<file path="config.mk">
export PLATFORM = sky130hd
export DESIGN_NAME = sigmoid_backprop_unit
export DESIGN_NICKNAME = d
export VERILOG_FILES = /design/src/rtl/nn_fixed_pkg.sv /design/src/rtl/sigmoid_deriv.sv /design/src/rtl/sigmoid_backprop_unit.sv
export SDC_FILE = /design/constraint.sdc
export NUM_CORES = 2
export LEC_CHECK = 0
export CAP_MARGIN = 20
export CORE_MARGIN = 2
export CORE_UTILIZATION = 47
export DETAILED_ROUTE_END_ITERATION = 8
export PLACE_DENSITY_LB_ADDON = 0.08
export SYNTH_ARGS = -nofsm -noshare
export SYNTH_HDL_FRONTEND = slang
export SYNTH_SLANG_ARGS = --single-unit
</file>
<file path="constraint.sdc">
create_clock -name clk -period 7.2 [get_ports clk]
set_input_delay 1.08 -clock clk [delete_from_list [all_inputs] [get_ports clk]]
set_output_delay 1.08 -clock clk [all_outputs]
set_load 0.1 [all_outputs]
</file>
<file path="src/rtl/nn_fixed_pkg.sv">
// -----------------------------------------------------------------------------
// nn_fixed_pkg
// Shared Q16.16 fixed-point definitions for the sigmoid forward and backward
// paths.
//   FIXED_1      : 1.0 in Q16.16
//   fixed_t      : 32-bit Q16.16 container
//   fixed_mult_u : unsigned product, >> 16 (truncates toward zero)
//   fixed_mult_s : signed product, >>> 16 (truncates toward -inf)
// -----------------------------------------------------------------------------
package nn_fixed_pkg;

  localparam logic [31:0] FIXED_1 = 32'h0001_0000;

  typedef logic [31:0] fixed_t;

  function automatic fixed_t fixed_mult_u(input fixed_t a, input fixed_t b);
    logic [63:0] p;
    p = {32'b0, a} * {32'b0, b};
    return fixed_t'(p >> 16);
  endfunction

  function automatic fixed_t fixed_mult_s(input fixed_t a, input fixed_t b);
    logic signed [63:0] p;
    p = $signed({{32{a[31]}}, a}) * $signed({{32{b[31]}}, b});
    return fixed_t'(p >>> 16);
  endfunction

endpackage

</file>
<file path="src/rtl/sigmoid_deriv.sv">
// -----------------------------------------------------------------------------
// sigmoid_deriv
// Combinational sigmoid derivative from the forward activation:
//   deriv_o = a_c * (1 - a_c), a_c = min(act_i, 1.0), all unsigned Q16.16.
// Ports:
//   act_i   : activation a, unsigned Q16.16
//   deriv_o : a*(1-a), range 0..0x4000
// -----------------------------------------------------------------------------
module sigmoid_deriv
  import nn_fixed_pkg::*;
(
  input  logic [31:0] act_i,
  output logic [31:0] deriv_o
);

  fixed_t act_c;

  // Activations above 1.0 are clamped so (1 - a) can never go negative.
  assign act_c   = (act_i > FIXED_1) ? FIXED_1 : act_i;
  assign deriv_o = fixed_mult_u(act_c, FIXED_1 - act_c);

endmodule

</file>
<file path="src/rtl/sigmoid_backprop_unit.sv">
// -----------------------------------------------------------------------------
// sigmoid_backprop_unit
// Two-stage streaming backward element: delta = e * a * (1 - a), Q16.16.
// Stage 1 registers the derivative, error and last flag; stage 2 registers
// the signed product. Valid/ready on both sides, no skid buffer.
// Ports:
//   clk, rst                     : clock, async active-high reset
//   in_valid/in_ready            : input handshake
//   in_act, in_err, in_last      : activation (u Q16.16), error (s Q16.16), end of vector
//   out_valid/out_ready          : output handshake
//   out_delta, out_last          : gradient (s Q16.16), end of vector
//   vec_done, vec_count          : pulse + element count when a vector completes
// -----------------------------------------------------------------------------
module sigmoid_backprop_unit
  import nn_fixed_pkg::*;
#(
  parameter int CNT_W = 16
) (
  input  logic             clk,
  input  logic             rst,
  input  logic             in_valid,
  output logic             in_ready,
  input  logic [31:0]      in_act,
  input  logic [31:0]      in_err,
  input  logic             in_last,
  output logic             out_valid,
  input  logic             out_ready,
  output logic [31:0]      out_delta,
  output logic             out_last,
  output logic             vec_done,
  output logic [CNT_W-1:0] vec_count
);

  fixed_t deriv;

  logic       s1_v_q, s1_v_d;
  fixed_t     s1_d_q, s1_d_d;
  fixed_t     s1_e_q, s1_e_d;
  logic       s1_last_q, s1_last_d;

  logic       s2_v_q, s2_v_d;
  fixed_t     s2_delta_q, s2_delta_d;
  logic       s2_last_q, s2_last_d;

  logic [CNT_W-1:0] elem_q, elem_d;
  logic [CNT_W-1:0] vcnt_q, vcnt_d;
  logic             done_q, done_d;

  logic s1_adv, s2_adv, out_xfer;

  sigmoid_deriv u_deriv (
    .act_i   (in_act),
    .deriv_o (deriv)
  );

  // A stage may load when it is empty or its contents leave this cycle.
  assign s2_adv   = !s2_v_q || out_ready;
  assign s1_adv   = !s1_v_q || s2_adv;
  assign out_xfer = s2_v_q && out_ready;

  assign in_ready  = s1_adv;
  assign out_valid = s2_v_q;
  assign out_delta = s2_delta_q;
  assign out_last  = s2_last_q;
  assign vec_done  = done_q;
  assign vec_count = vcnt_q;

  always_comb begin
    s1_v_d     = s1_v_q;
    s1_d_d     = s1_d_q;
    s1_e_d     = s1_e_q;
    s1_last_d  = s1_last_q;
    s2_v_d     = s2_v_q;
    s2_delta_d = s2_delta_q;
    s2_last_d  = s2_last_q;
    elem_d     = elem_q;
    vcnt_d     = vcnt_q;
    done_d     = 1'b0;

    if (s1_adv) begin
      s1_v_d = in_valid;
      if (in_valid) begin
        s1_d_d    = deriv;
        s1_e_d    = in_err;
        s1_last_d = in_last;
      end
    end

    if (s2_adv) begin
      s2_v_d = s1_v_q;
      if (s1_v_q) begin
        // d <= 0x4000, so the signed product always fits in 32 bits.
        s2_delta_d = fixed_mult_s(s1_e_q, s1_d_q);
        s2_last_d  = s1_last_q;
      end
    end

    if (out_xfer) begin
      if (s2_last_q) begin
        done_d = 1'b1;
        vcnt_d = elem_q + 1'b1;
        elem_d = '0;
      end else begin
        elem_d = elem_q + 1'b1;
      end
    end
  end

  always_ff @(posedge clk or posedge rst) begin
    if (rst) begin
      s1_v_q     <= 1'b0;
      s1_d_q     <= '0;
      s1_e_q     <= '0;
      s1_last_q  <= 1'b0;
      s2_v_q     <= 1'b0;
      s2_delta_q <= '0;
      s2_last_q  <= 1'b0;
      elem_q     <= '0;
      vcnt_q     <= '0;
      done_q     <= 1'b0;
    end else begin
      s1_v_q     <= s1_v_d;
      s1_d_q     <= s1_d_d;
      s1_e_q     <= s1_e_d;
      s1_last_q  <= s1_last_d;
      s2_v_q     <= s2_v_d;
      s2_delta_q <= s2_delta_d;
      s2_last_q  <= s2_last_d;
      elem_q     <= elem_d;
      vcnt_q     <= vcnt_d;
      done_q     <= done_d;
    end
  end

endmodule

</file>
==> Word-level counts from Yosys, hierarchy flattened <==
Index checks and enable logic that the tools add are counted.
{ "classes": {"add_sub_neg": 2, "multipliers": 2, "magnitude_cmp": 1, "n_mux": 4, "reduce_logical": 8} }
{ "op_table": {"columns": ["operator", "n"], "rows": [
  ["$mul 32x32->48", 2],
  ["$gt 32x17->1 const B", 1],
  ["$mux 32", 1],
  ["$sub 17x32->32 const A", 1],
  ["$add 16x1->16 const B", 1],
  ["$mux 16", 1],
  ["$reduce_and 2->1", 3],
  ["$logic_not 1->1", 2],
  ["$logic_or 1x1->1", 2],
  ["$mux 1", 2],
  ["$logic_and 1x1->1", 1]
]} }
{ "totals": {"regBits": 133, "out_inout_bits": 52, "word_cells": 27} }

==> Depth between registers and ports, before layout <==
{ "depth": {"depth_word": 4, "depth_mapped": 43, "mapped_depth_nobuf": 38} }

==> Hierarchy <==
From an unflattened synthesis, not the netlist that was laid out.
{ "hier_totals": {"cells_unflattened": 6108, "area_unflattened_um2": 59049.1} }
{ "modules_own_cells": {"columns": ["mod", "instances", "cells_each", "area_per_inst_um2"], "rows": [
  ["sigmoid_backprop_unit", 1, 3549, 33932.5],
  ["sigmoid_deriv", 1, 2559, 25116.6]
]} }

==> Least setup slack after synthesis <==
OpenSTA, ideal clock, no wires.
{ "synth_timing": {"kind": "input to register", "startpoint": "input in_act[2]", "endpoint": "register s1_d_q[18]", "setup_time_ps": 130, "arrival_time_ps": 9930, "setup_slack_ps": -2860, "path_stages": 38, "path_buffers": 4, "cell_sequence": "nor4_1 > nand4_1 > a21oi_2 > buf_2 > and2_1 > buf_2 > inv_2 > clkbuf_1 > ha_1 > o21ai_1 > inv_1 > ha_1 > clkbuf_1 > or2_2 > fa_1 > inv_1 > fa_1 > fa_1 > [2 not listed] > inv_1 > fa_1 > inv_1 > fa_1 > inv_1 > fa_1 > fa_1 > ha_1 > a211oi_1 > o21ai_1 > o21ai_0 > o21bai_1 > or3_1 > a31o_2 > a21oi_2 > o21bai_1 > xnor2_1 > o21ai_1"} }
{ "synth_between": {"elab_chain_len": 4} }
{ "synth_lines": {"columns": ["element", "line_no", "rtl"], "rows": [
  ["start, declared", "sigmoid_backprop_unit.sv:23", "input logic [31:0] in_act,"],
  ["$gt 32x17->1", "sigmoid_deriv.sv:19", "assign act_c = (act_i > FIXED_1) ? FIXED_1 : act_i;"],
  ["$mux 32 (*)", "sigmoid_deriv.sv:19", null],
  ["$sub 17x32->32", "sigmoid_deriv.sv:20", "assign deriv_o = fixed_mult_u(act_c, FIXED_1 - act_c);"],
  ["$mul 32x32->48 (*)", "nn_fixed_pkg.sv:18", "p = {32'b0, a} * {32'b0, b};"],
  ["end signal, assigned", "sigmoid_backprop_unit.sv:112", "s1_d_q <= '0;"],
  ["end signal, assigned", "sigmoid_backprop_unit.sv:123", "s1_d_q <= s1_d_d;"],
  ["end, declared", "sigmoid_backprop_unit.sv:37", "fixed_t s1_d_q, s1_d_d;"]
]} }
Mark *: on every way between the ends. The rest lies on a longest branch, timed or not.
A chain may end at the register's enable or synchronous reset.

==> Final worst setup path <==
{ "layout_timing": {"startpoint": "input in_act[2]", "endpoint": "register s1_d_q[23]"} }
The elaborated chain is that of the path after synthesis.

==> metrics.md <==
| Metric | Value |
|---|---|
| Status | `finished with violations` |
| Failing checks | `negative setup slack` |
| Tmin final | `9137 ps` |
| Max incr delay on CP | `560 ps` |
| Die Area | `0.1271 mm²` |
| CTS Buf Count | `17` |
| Seq cells post-synth | `133` |
| Final Wtd Congestion | `0.8727` |
| Vias in the first global route | `46,430` |
| Worst Setup EP | `s1_d_q[23]` |
| Rel. slew slack | `roughly 30%` |
| Fin util | `between 50% and 60%` |
| Total Routing Usage GR | `24.80%` |
| Achievable Freq | `~0.11 GHz` |
| Top_reg_cell synth | `dfrtp_1` |
| EDFF count, synth | `0` |
| Commonest non-fill, non-tap cells in the layout | `inv_1 (1,720), fa_1 (1,550), nand2_1 (777), buf_4 (495), conb_1 (481)` |
| Reg clk slew, reported paths | `80 ps` |
| FILL cells | `11,110` |
| WP buf/inv | `7` |
| Crit path from | `in_act[2]` |
| CTS tree | `done` |
| Worst r2r src | `s1_e_q[13]` |
| Final hold violation count | `0` |
| Hold Crit Class | `reg2reg` |
| Worst path required time | `7590 ps` |
| CP max stage cell | `fa_1` |
| Htree depth | `4` |
| Routed Antenna Nets | `0` |
| CP Max Fanout | `5` |
| Setup TNS | `-46,540 ps` |
| Clock Sinks | `133` |
| I/O pins | `121` |
| Largest net degree at the start of global routing | `68` |
| R2R setup slack | `-280 ps` |
| Root Driver | `clkbuf_16` |
| Routed wire length | `149,600 µm` |
| Post-synthesis instance total | `roughly 6,200` |
| Die X | `356.6 µm` |
| Setup Crit Path Kind | `in2reg` |
| Nets@finish | `9,241` |
| Worst Setup Start Kind | `input pin` |
| Layout cell share with drive strength beyond 1 | `18.30%` |
| Fraction of registers with async set/reset | `100.0%` |
| Initial antenna violation count | `3` |
| DRT iter0 DRCs | `~1,600` |
| Worst-Margin Slew | `1049 ps` |
| Syn Std Cell Area | `just under 0.06 mm²` |
| Slew Limit Fails | `0` |
| Post-synth top area cell | `fa_1` |
| Layout area overhead | `23.28%` |
| Max_cap viols | `0` |
| Share of the synthesized area in the top cell type | `55.38%` |
| Overflow after GRT | `0` |
| DRT Pass-1 Iters | `7` |
| Critical Path Sink Type | `flop` |
| DRC violations left | `0` |
| Crit path depth | `35` |
| Clock Path Buffers | `2` |
| Clock skew | `34.83 ps` |
| Seq/Total Area, Yosys | `5.697%` |
| Global-route wire length before repair | `244,700 µm` |
| DP HPWL | `127,500 µm` |
| Endpoints failing setup | `40` |
| Via count | `41,740` |
| R2r endpoint | `out_delta[29]` |
| Vias/cell | `4.719` |
| Clk Latency, worst-skew pair | `540 ps` |
| Synth cell types | `65` |
| Period utilisation layout | `126.9%` |
| Die height | `approximately 360 µm` |
| CP arrival | `roughly 9500 ps` |
| Ys Warns | `0` |
| Register-to-Register Path Depth | `28` |
| Wire length per cell | `16.91 µm` |
| Worst Setup Slack, final | `-1937 ps` |
| Post-Syn Area per Cell | `9.471 µm²` |
| Placeable Area | `0.1235 mm²` |
| Row Count | `around 130` |
| Port Buffers | `120` |
| Worst path most repeated cell | `fa_1` |
| Most common cell after layout, fill and taps aside | `inv_1` |
| Top cells by area, synth | `fa_1 (55%), inv_1 (11%), ha_1 (7.8%), dfrtp_1 (5.7%), nand2_1 (5.2%)` |
| Worst path top cell family by delay | `adder cells` |
| Starting Density | `approximately 47%` |
| RSZ-0062 raised after global routing | `yes` |
[cells in the mapped netlist (all sizes together), types with 3 or more instances]
cell,n
o21ai,128
nor3b,4
nor2,209
or2,127
or3,3
nand4,17
xor2,34
and3,40
a31oi,3
o21bai,11
a21boi,3
mux2,37
fa,1616
nand2,809
nor3,16
clkbuf,253
nand2b,86
buf,14
nand3,15
nor2b,7
a21oi,58
o211ai,5
dfrtp,133
o21a,6
o31ai,8
inv,1785
nor4,9
a21o,17
and2,224
ha,362
xnor2,99
a211oi,8
[how the worst min path moves through the flow]
stage	startpoint	end	slack [ps]	cells past startpoint
floorplan	s1_last_q	out_last	430	2
global route	s1_last_q	out_last	520	2
detailed placement	s1_last_q	out_last	460	2
CTS	s1_last_q	out_last	470	2
global placement	s1_last_q	out_last	450	2
finish	s1_last_q	out_last	470	2
[timing repair]
item | in CTS | in global routing
gates resized for setup | 464 | 231
pin swaps | 265 | 222
hold buffers | 0 | 0
buffers inserted | 70 | 59
gates cloned | 2 | 8
setup endpoints to repair | 51 | 54
[stage by stage]
stage	setup WS, ps	hold slack [ps]	std cells	instance area (µm²)
final	-1937	473.8	8845	72020
after global routing	-2165	515.5	8844	72020
after CTS	-1793	471.0	8780	70550
after detailed placement	-3193	455.3	8681	67840
after global placement	-3190	451.7	8681	67840
after floorplan	-2236	433.1	6647	60690
[layout make-up]
type | count | area (µm²) | share of cell area (%)
inverter | 1785 | 6718 | 9.328
multi-input combinational | 4462 | 51490 | 71.49
clock inverter | 15 | 209.0 | 0.2901
sequential | 133 | 3349 | 4.651
tap | 1637 | 2048 | 2.844
clock buffer | 17 | 425.4 | 0.5907
timing repair buffer | 795 | 7780 | 10.80
antenna | 1 | 2.502 | 0.003475
[cell families (layout without fill, tap and decap cells)]
group                      after synthesis  after routing  share of synthesized area (%)
muxes                                   38             38                         0.7304
AOI/OAI and AO/OA                      261            261                          2.746
and+or+nand+nor                       1571           1571                          12.50
buffers and inverters                 2052           2612                          13.19
other                                    2            482                        0.01286
xor gates and xnor gates               133            133                          1.994
adders and majority gates             1978           1978                          63.13
DFF                                    133            133                          5.697
[flip-flops by register name, indices dropped and copies added, names as in the netlist]
name and count:
s1_v_q 1, out_last 1, elem_q 16, vec_count 16
s1_d_q 32, out_delta 32, vec_done 1, s1_last_q 1
s1_e_q 32, out_valid 1
[worst register-to-register path: cells and delay by family (launching register included)]
kind | cells | cell delay (ps)
adders and majority gates | 9 | 4350
AOI/OAI and AO/OA | 7 | 940
buffers and inverters | 9 | 900
and+or+nand+nor | 2 | 530
DFF | 1 | 470
xor gates and xnor gates | 1 | 130
[metal layers]
| layer | GRT usage, % | part of all wire, % | vias up |
|---|---|---|---|
| met5 | 0 | 0.0074 | - |
| met4 | 6.042 | 2.6 | 2 |
| met3 | 2.430 | 3.4 | 170 |
| met2 | 44.67 | 53 | 706 |
| met1 | 32.14 | 41 | 21920 |
| li1 | - | - | 18950 |
Power is not shown: default switching activity piles up to over one toggle a cycle in this logic, so the estimate is an artifact.
